[src/rtl/serial_sub_pkg.sv]
// Shared constants for the bit-serial subtractor: FSM state encoding and default width.
// Latency: n/a (declarations only).
// Backpressure: n/a.
package serial_sub_pkg;

    localparam int DEFAULT_WIDTH = 8;

    localparam logic [1:0] ST_IDLE = 2'd0;
    localparam logic [1:0] ST_RUN  = 2'd1;
    localparam logic [1:0] ST_DONE = 2'd2;

endpackage

[src/rtl/full_sub.sv]
// Single-bit full subtractor: diff = a - b - bin, bout = borrow out.
// Latency: purely combinational, zero cycles.
// Backpressure: none; output follows inputs.
module full_sub (
    input  logic a,
    input  logic b,
    input  logic bin,
    output logic diff,
    output logic bout
);

    assign diff = a ^ b ^ bin;
    // Borrow when b exceeds a outright, or when a==b and a borrow is already pending.
    assign bout = (~a & b) | (~(a ^ b) & bin);

endmodule

[src/rtl/serial_subtractor.sv]
// Bit-serial WIDTH-bit subtractor (a - b - bin), LSB first, borrow chained through a register.
// Latency: start accepted at edge 0, done pulses in the cycle after edge WIDTH; one op per WIDTH+2 cycles.
// Backpressure: start is only honoured in IDLE; it is ignored while busy (RUN or DONE).
module serial_subtractor
    import serial_sub_pkg::*;
#(
    parameter int WIDTH = DEFAULT_WIDTH
) (
    input  logic             clk,
    input  logic             rst_n,
    input  logic             start,
    input  logic [WIDTH-1:0] a,
    input  logic [WIDTH-1:0] b,
    input  logic             bin,
    output logic             busy,
    output logic             done,
    output logic [WIDTH-1:0] diff,
    output logic             bout
);

    localparam int CNT_W = (WIDTH > 1) ? $clog2(WIDTH) : 1;
    localparam logic [CNT_W-1:0] CNT_LAST = CNT_W'(WIDTH - 1);

    logic [1:0]       state_q,  state_d;
    logic [WIDTH-1:0] a_sh_q,   a_sh_d;
    logic [WIDTH-1:0] b_sh_q,   b_sh_d;
    logic [WIDTH-1:0] res_sh_q, res_sh_d;
    logic             brw_q,    brw_d;
    logic [CNT_W-1:0] cnt_q,    cnt_d;
    logic [WIDTH-1:0] diff_q,   diff_d;
    logic             bout_q,   bout_d;

    logic             cell_diff;
    logic             cell_bout;
    logic [WIDTH-1:0] res_next;

    full_sub u_full_sub (
        .a    (a_sh_q[0]),
        .b    (b_sh_q[0]),
        .bin  (brw_q),
        .diff (cell_diff),
        .bout (cell_bout)
    );

    // Result shift register with the new diff bit entering at the MSB; the
    // shift/or form keeps WIDTH=1 legal (no empty slice).
    assign res_next = (res_sh_q >> 1) | (WIDTH'(cell_diff) << (WIDTH - 1));

    // Next-state logic: load on start in IDLE, shift one bit per RUN edge, publish on the last bit.
    always_comb begin
        state_d  = state_q;
        a_sh_d   = a_sh_q;
        b_sh_d   = b_sh_q;
        res_sh_d = res_sh_q;
        brw_d    = brw_q;
        cnt_d    = cnt_q;
        diff_d   = diff_q;
        bout_d   = bout_q;
        case (state_q)
            ST_IDLE: begin
                if (start) begin
                    state_d  = ST_RUN;
                    a_sh_d   = a;
                    b_sh_d   = b;
                    brw_d    = bin;
                    cnt_d    = '0;
                    res_sh_d = '0;
                end
            end
            ST_RUN: begin
                a_sh_d   = a_sh_q >> 1;
                b_sh_d   = b_sh_q >> 1;
                res_sh_d = res_next;
                brw_d    = cell_bout;
                if (cnt_q == CNT_LAST) begin
                    // Counter holds on the last bit so it never wraps.
                    diff_d  = res_next;
                    bout_d  = cell_bout;
                    state_d = ST_DONE;
                end else begin
                    cnt_d = cnt_q + CNT_W'(1);
                end
            end
            ST_DONE: begin
                state_d = ST_IDLE;
            end
            default: begin
                state_d = ST_IDLE;
            end
        endcase
    end

    // State and datapath registers; reset aborts any in-flight operation.
    always_ff @(posedge clk or negedge rst_n) begin
        if (!rst_n) begin
            state_q  <= ST_IDLE;
            a_sh_q   <= '0;
            b_sh_q   <= '0;
            res_sh_q <= '0;
            brw_q    <= 1'b0;
            cnt_q    <= '0;
            diff_q   <= '0;
            bout_q   <= 1'b0;
        end else begin
            state_q  <= state_d;
            a_sh_q   <= a_sh_d;
            b_sh_q   <= b_sh_d;
            res_sh_q <= res_sh_d;
            brw_q    <= brw_d;
            cnt_q    <= cnt_d;
            diff_q   <= diff_d;
            bout_q   <= bout_d;
        end
    end

    // busy spans RUN and DONE; done is the single DONE cycle.
    assign busy = (state_q != ST_IDLE);
    assign done = (state_q == ST_DONE);
    assign diff = diff_q;
    assign bout = bout_q;

endmodule

[config.mk]
export PLATFORM = sky130hd
export DESIGN_NAME = serial_subtractor
export DESIGN_NICKNAME = d
export VERILOG_FILES = /design/src/rtl/serial_sub_pkg.sv /design/src/rtl/full_sub.sv /design/src/rtl/serial_subtractor.sv
export SDC_FILE = /design/constraint.sdc
export NUM_CORES = 1
export LEC_CHECK = 0
export CAP_MARGIN = 10
export CORE_MARGIN = 2
export CORE_UTILIZATION = 55
export CTS_CLUSTER_SIZE = 30
export DETAILED_ROUTE_END_ITERATION = 6
export DONT_BUFFER_PORTS = 1
export GPL_TIMING_DRIVEN = 0
export PLACE_DENSITY = 0.79
export SLEW_MARGIN = 30
export SYNTH_ARGS = -nofsm -noshare
export SYNTH_HDL_FRONTEND = slang
export SYNTH_HIERARCHICAL = 1
export SYNTH_SLANG_ARGS = --single-unit
[constraint.sdc]
create_clock -name clk -period 3.1 [get_ports clk]
set_input_delay 0.62 -clock clk [delete_from_list [all_inputs] [get_ports clk]]
set_output_delay 0.62 -clock clk [all_outputs]
set_load 0.005 [all_outputs]
Yosys cells after proc, flatten, opt, wreduce, memory -nomap -nowiden

Index checks and enable logic that the tools add are counted.

Bits in registers: 39
Input bits: 20
Output and inout port bits: 11

Add/sub/neg operators: 1
Equal/unequal tests: 6
Multiplexer cells: 14
Bitwise operators: 8
Reduce and logical (&&, ||, !) cells: 7

Operator list:

| kind                                                                   | count |
|---|---|
| 8-bit one-hot mux with 2 select lines                                  | 3 |
| 8-bit two-way mux                                                      | 3 |
| 7-bit by 8-bit OR with 8-bit output                                    | 1 |
| 3-bit two-way mux                                                      | 2 |
| 2-bit inequality test (second input constant)                          | 3 |
| 3-bit one-hot mux with 2 select lines                                  | 1 |
| 2-bit AND reduction                                                    | 3 |
| 2-bit two-way mux                                                      | 2 |
| 2-bit one-hot mux with 2 select lines                                  | 1 |
| 2-bit nonzero test                                                     | 2 |
| 3-bit by 1-bit adder with 3-bit output (second input constant)         | 1 |
| 3-bit equality test (second input constant)                            | 1 |
| 3-bit AND reduction                                                    | 1 |
| 1-bit bitwise AND                                                      | 2 |
| 2-bit by 1-bit equality test with 1-bit output (second input constant) | 1 |
| 2-bit equality test (second input constant)                            | 1 |
| 2-bit zero test                                                        | 1 |
| 1-bit inverter                                                         | 2 |
| 1-bit one-hot mux with 2 select lines                                  | 1 |
| 1-bit bitwise XOR                                                      | 2 |
| 1-bit two-way mux                                                      | 1 |
| 1-bit OR                                                               | 1 |

Longest topological paths before layout

Depth after elaboration: 5
Gate-level depth with buffers: 6

Hierarchy

Netlist, hierarchy kept.

Modules (own cells, without submodules):

| module            | times used | cells each | area each (sq um) | sequential area each (sq um) |
|---|---|---|---|---|
| serial_subtractor | 1          | 143        | 1679.1            | 950.9 |
| full_sub          | 1          | 4          | 31.3              | 0.0 |

Least setup slack after synthesis

No wires, ideal clock.

Path type: register -> output
Start point: register state_q[1]
End point: output port done
Arrival time: 0.850 ns
Path slack: 1.630 ns
Stages on the path, launching flop included: 5
Buffers on the path: 2
Path through: dfrtp_1 buf_6 inv_1 buf_2 nor2_1

Cells in the longest elaborated chain, start to end: 1

Ends and longest elaborated chain:

| element                  | line                     | source |
|---|---|---|
| start: declaration       | serial_subtractor.sv:24  | `logic [1:0] state_q, state_d;` |
| start signal: assignment | serial_subtractor.sv:105 | `state_q <= state_d;` |
| 2-bit equality test      | serial_subtractor.sv:118 | `assign done = (state_q == ST_DONE);` |
| end: declaration         | serial_subtractor.sv:16  | `output logic done,` |

No other way between the ends.

Final worst setup path

Same ends and word-level chain as after synthesis.

==> results list <==
- Status: complete, no violations
* Worst Setup SP: state_q[1]$_DFFE_PN0P_
- Max-cap violations: 0
- Area share of the leading cell type in the synthesized netlist: around 56%
- The core region is about 0.003 sq mm.
- 0 antenna diodes ended up in the layout.
- Post-synthesis area per instance: 11.64 sq um
- Ranking of synthesized cells by area: sky130_fd_sc_hd__dfrtp_1 (56%), sky130_fd_sc_hd__mux2_4 (7.9%), sky130_fd_sc_hd__o22ai_1 (6.6%)
- For this run, the number of standard cells in the final layout without fillers is approximately 190.
- Required arrival time at the worst endpoint: ~2.5 ns
* Port Buffers: 0
* Count of placed standard cells including taps: 180
- Critical-path maximum fanout: 10
* Post-route minimum period: slightly below 2 ns
* Number of nets with antenna violations after detailed routing: 0
- Total length of routed wires: a little over 3000 microns
* Leakage: a little under 0.9 nW
* Top-Level Pins: 31
* Pwr Density: around 1000 mW/mm^2
- The first global-routing pass estimated about 5200 microns of wire.
- Vias per std cell: roughly 6.1
- For this design, the sink count on the clock tree is 38.
- Number of fillers in the final layout: ~250
- Yosys printed 6 warnings.
- Area leader, netlist: sky130_fd_sc_hd__dfrtp_1
- In the final routed layout, each cell accounts on average for 16.54 microns.
- Timing would allow up to just over 500 MHz.
- The cell area that synthesis handed to floorplanning was between 0.0015 and 0.002 sq mm.
* Effective utilization at floorplan: a little under three fifths
- Insertion delay to the later sink of the worst-skew pair: about 0.34 ns
- The via count of the first global-routing pass is 1,174.
- The wire-length estimate of the detail-placed layout is about 2200 microns.
- Worst hold-check path type: in -> async
* Reg2Reg Launch Point: cnt_q[0]$_DFFE_PN0P_
- Summing over every cut layer, the via total after detailed routing is between 1k and 1.5k.
- CP startpoint kind: flip-flop
- End point of the critical path: done
- The number of failing hold endpoints at the final stage was 0.
- The die is 59.77 microns wide.
- The synthesized design contains 38 register bits.
- The critical path is of the reg -> out type.
- The synthesized netlist contains 25 unique library cells.
- Data arrival, critical path: approximately 1.3 ns
* Clock slew seen by the registers of the worst setup and hold paths: 0.11 ns
- Setup repair after global routing left no endpoint under its margin.
* Core Util, Final: between 60% and 70%
- After detailed routing, the number of remaining DRC violations is 0.
- The clock passes through at most 2 buffers.
- The endpoint identified for the worst register-to-register timing path is diff[2]$_DFFE_PN0P_.
- Adding up every negative setup slack in the final design gives 0 ns.
- Post-cts sizing count: 0
* Layout Skew: between 0.007 and 0.008 ns
- The number of pins exceeding their max-slew limit in the final report was 0.
- Remaining global-route overflow: 0
- Once the clock tree was built, the setup fixing pass inserted 0 buffers.
- Total die area: 0.003572 sq mm
- The area growth from synthesis to layout is 8.340%.
- STA classifies the critical path endpoint as a primary output.
* Drt pass-1 iters: 4
* Number of H-tree branching levels: 2
- TritonCTS built the clock tree.
* Library cell used as clock root buffer: sky130_fd_sc_hd__clkbuf_4
- The post-route netlist has about a fifth of its cells at a drive strength greater than 1.
- In this run the tightest slew margin relative to its limit is 78.59%.
- VDD sags by at most ~0.53 mV.
- Setup violations remaining at the end of the flow were counted as 0.
- The number of nets in the synthesized netlist is 170.
- Reg2reg path depth: 5
- Pin count of the biggest net entering global routing: 39
* Initial antenna violation count: 0
* Height of the chip: about 60 microns
* Setup slack on the worst flop-to-flop path: roughly 1.6 ns
* Routability cong.: between 0.7 and 0.8
- In the synthesized netlist, the number of instances is 147.
- The share of the Yosys chip area taken by registers is between 50% and 60%.
- After the first detailed-routing iteration, the DRC count stood at 40.
- Nets@finish: 178
* Overall routing resource usage: between 10% and 20%
* Inserted Clock Buffers: 5
* Actual transition at the worst max-transition pin: approximately 0.32 ns
- Dividing the final minimum period by the clock period gives between 60 and 70%.
- The initialized floorplan defines 20 standard-cell rows.
- Number of hold buffers added after CTS: 1
power by group:
part	leakage, nW	internal, mW	switching, mW	total (mW)
combinational	0.363	0.349	0.318	0.667
clock	0.0443	0.188	0.153	0.341
sequential	0.465	0.711	0.152	0.863
cell usage after synthesis:
cell type	count
sky130_fd_sc_hd__nand2b_1	4
sky130_fd_sc_hd__nand2_1	5
sky130_fd_sc_hd__buf_6	2
sky130_fd_sc_hd__nand2_8	1
sky130_fd_sc_hd__mux2_4	9
sky130_fd_sc_hd__nand3b_1	2
sky130_fd_sc_hd__dfrtp_1	38
sky130_fd_sc_hd__ha_1	2
sky130_fd_sc_hd__fa_1	1
sky130_fd_sc_hd__a21oi_1	15
sky130_fd_sc_hd__nor2_1	12
sky130_fd_sc_hd__nor3_1	1
sky130_fd_sc_hd__nor2b_2	1
sky130_fd_sc_hd__inv_1	7
sky130_fd_sc_hd__o221a_2	2
sky130_fd_sc_hd__o22ai_1	18
sky130_fd_sc_hd__o21ai_0	5
sky130_fd_sc_hd__a22o_1	7
sky130_fd_sc_hd__inv_2	1
sky130_fd_sc_hd__buf_4	3
sky130_fd_sc_hd__o21ba_1	1
sky130_fd_sc_hd__buf_2	6
sky130_fd_sc_hd__o31ai_1	1
sky130_fd_sc_hd__o21bai_1	1
sky130_fd_sc_hd__a22oi_1	2
critical path: stages (launching register included):
cell and delay (ns):
sky130_fd_sc_hd__dfrtp_1 0.41, sky130_fd_sc_hd__buf_6 0.14, sky130_fd_sc_hd__inv_1 0.12, sky130_fd_sc_hd__buf_2 0.24, sky130_fd_sc_hd__nor2_1 0.08
cells in the final DEF, fill, tap and decap left out, drive strengths merged:
master  instances
clkbuf          6
o21bai          1
nor2b           1
nand2           6
inv             8
nand3b          2
bufinv          1
nor2           12
o22ai          18
a22o            7
fa              1
mux2            9
nor3            1
o21ba           1
ha              2
o21ai           5
a21oi          15
dfrtp          38
a22oi           2
nand2b          4
o221a           2
o31ai           1
buf            12
metal layers:
metal | vias up | track usage [%] | share of wire, %
li1 | 547 | - | -
met1 | 562 | 24.05 | 45
met2 | 36 | 32.76 | 49
met3 | 5 | 6.710 | 4.6
met4 | 0 | 6.349 | 1.4
met5 | - | 0 | 0
metrics by stage:
step	cell area (sq um)	hold slack (ns)	total power [mW]	setup WS (ns)
6_report	1853	0.1053	1.870	1.141
5_1_grt	1853	0.09246	2.019	1.021
4_1_cts	1853	0.09384	1.884	1.125
3_5_place_dp	1752	0.3253	1.533	1.525
3_3_place_gp	1752	0.3256	1.487	1.531
2_1_floorplan	1710	0.3244	1.390	1.630
area by class of cell:
class / instances / area (sq um) / share of cell area, %
Sequential cell: 38 / 950.9 / 51.32
Multi-Input combinational cell: 90 / 654.4 / 35.31
Buffer: 11 / 75.07 / 4.051
Clock buffer: 6 / 51.30 / 2.768
Tap cell: 33 / 41.29 / 2.228
Clock inverter: 1 / 30.03 / 1.621
Inverter: 8 / 30.03 / 1.621
Timing Repair Buffer: 1 / 20.02 / 1.080
cell families after synthesis:
family	share of synthesized area, %
fa+ha+maj	2.633
buf+inv	6.145
compound gates	19.68
mux	7.901
flops	55.60
simple gates	8.046
sequential cells by signal (all words and copies together), names as in the netlist:
signal,flops
a_sh_q,8
brw_q,1
bout,1
cnt_q,3
state_q,2
diff,8
b_sh_q,8
res_sh_q,7
worst min-delay path by stage:
stage                             endpoint  cells past startpoint  slack (ns)   from
finish                 diff[3]$_DFFE_PN0P_                      1        0.11  rst_n
global route           diff[3]$_DFFE_PN0P_                      1        0.09  rst_n
CTS                 state_q[0]$_DFFE_PN0P_                      1        0.09  rst_n
detailed placement     diff[1]$_DFFE_PN0P_                      0        0.33  rst_n
global placement       diff[0]$_DFFE_PN0P_                      0        0.33  rst_n
floorplan            a_sh_q[0]$_DFFE_PN0P_                      0        0.32  rst_n
(Power assumes the default switching activity.)
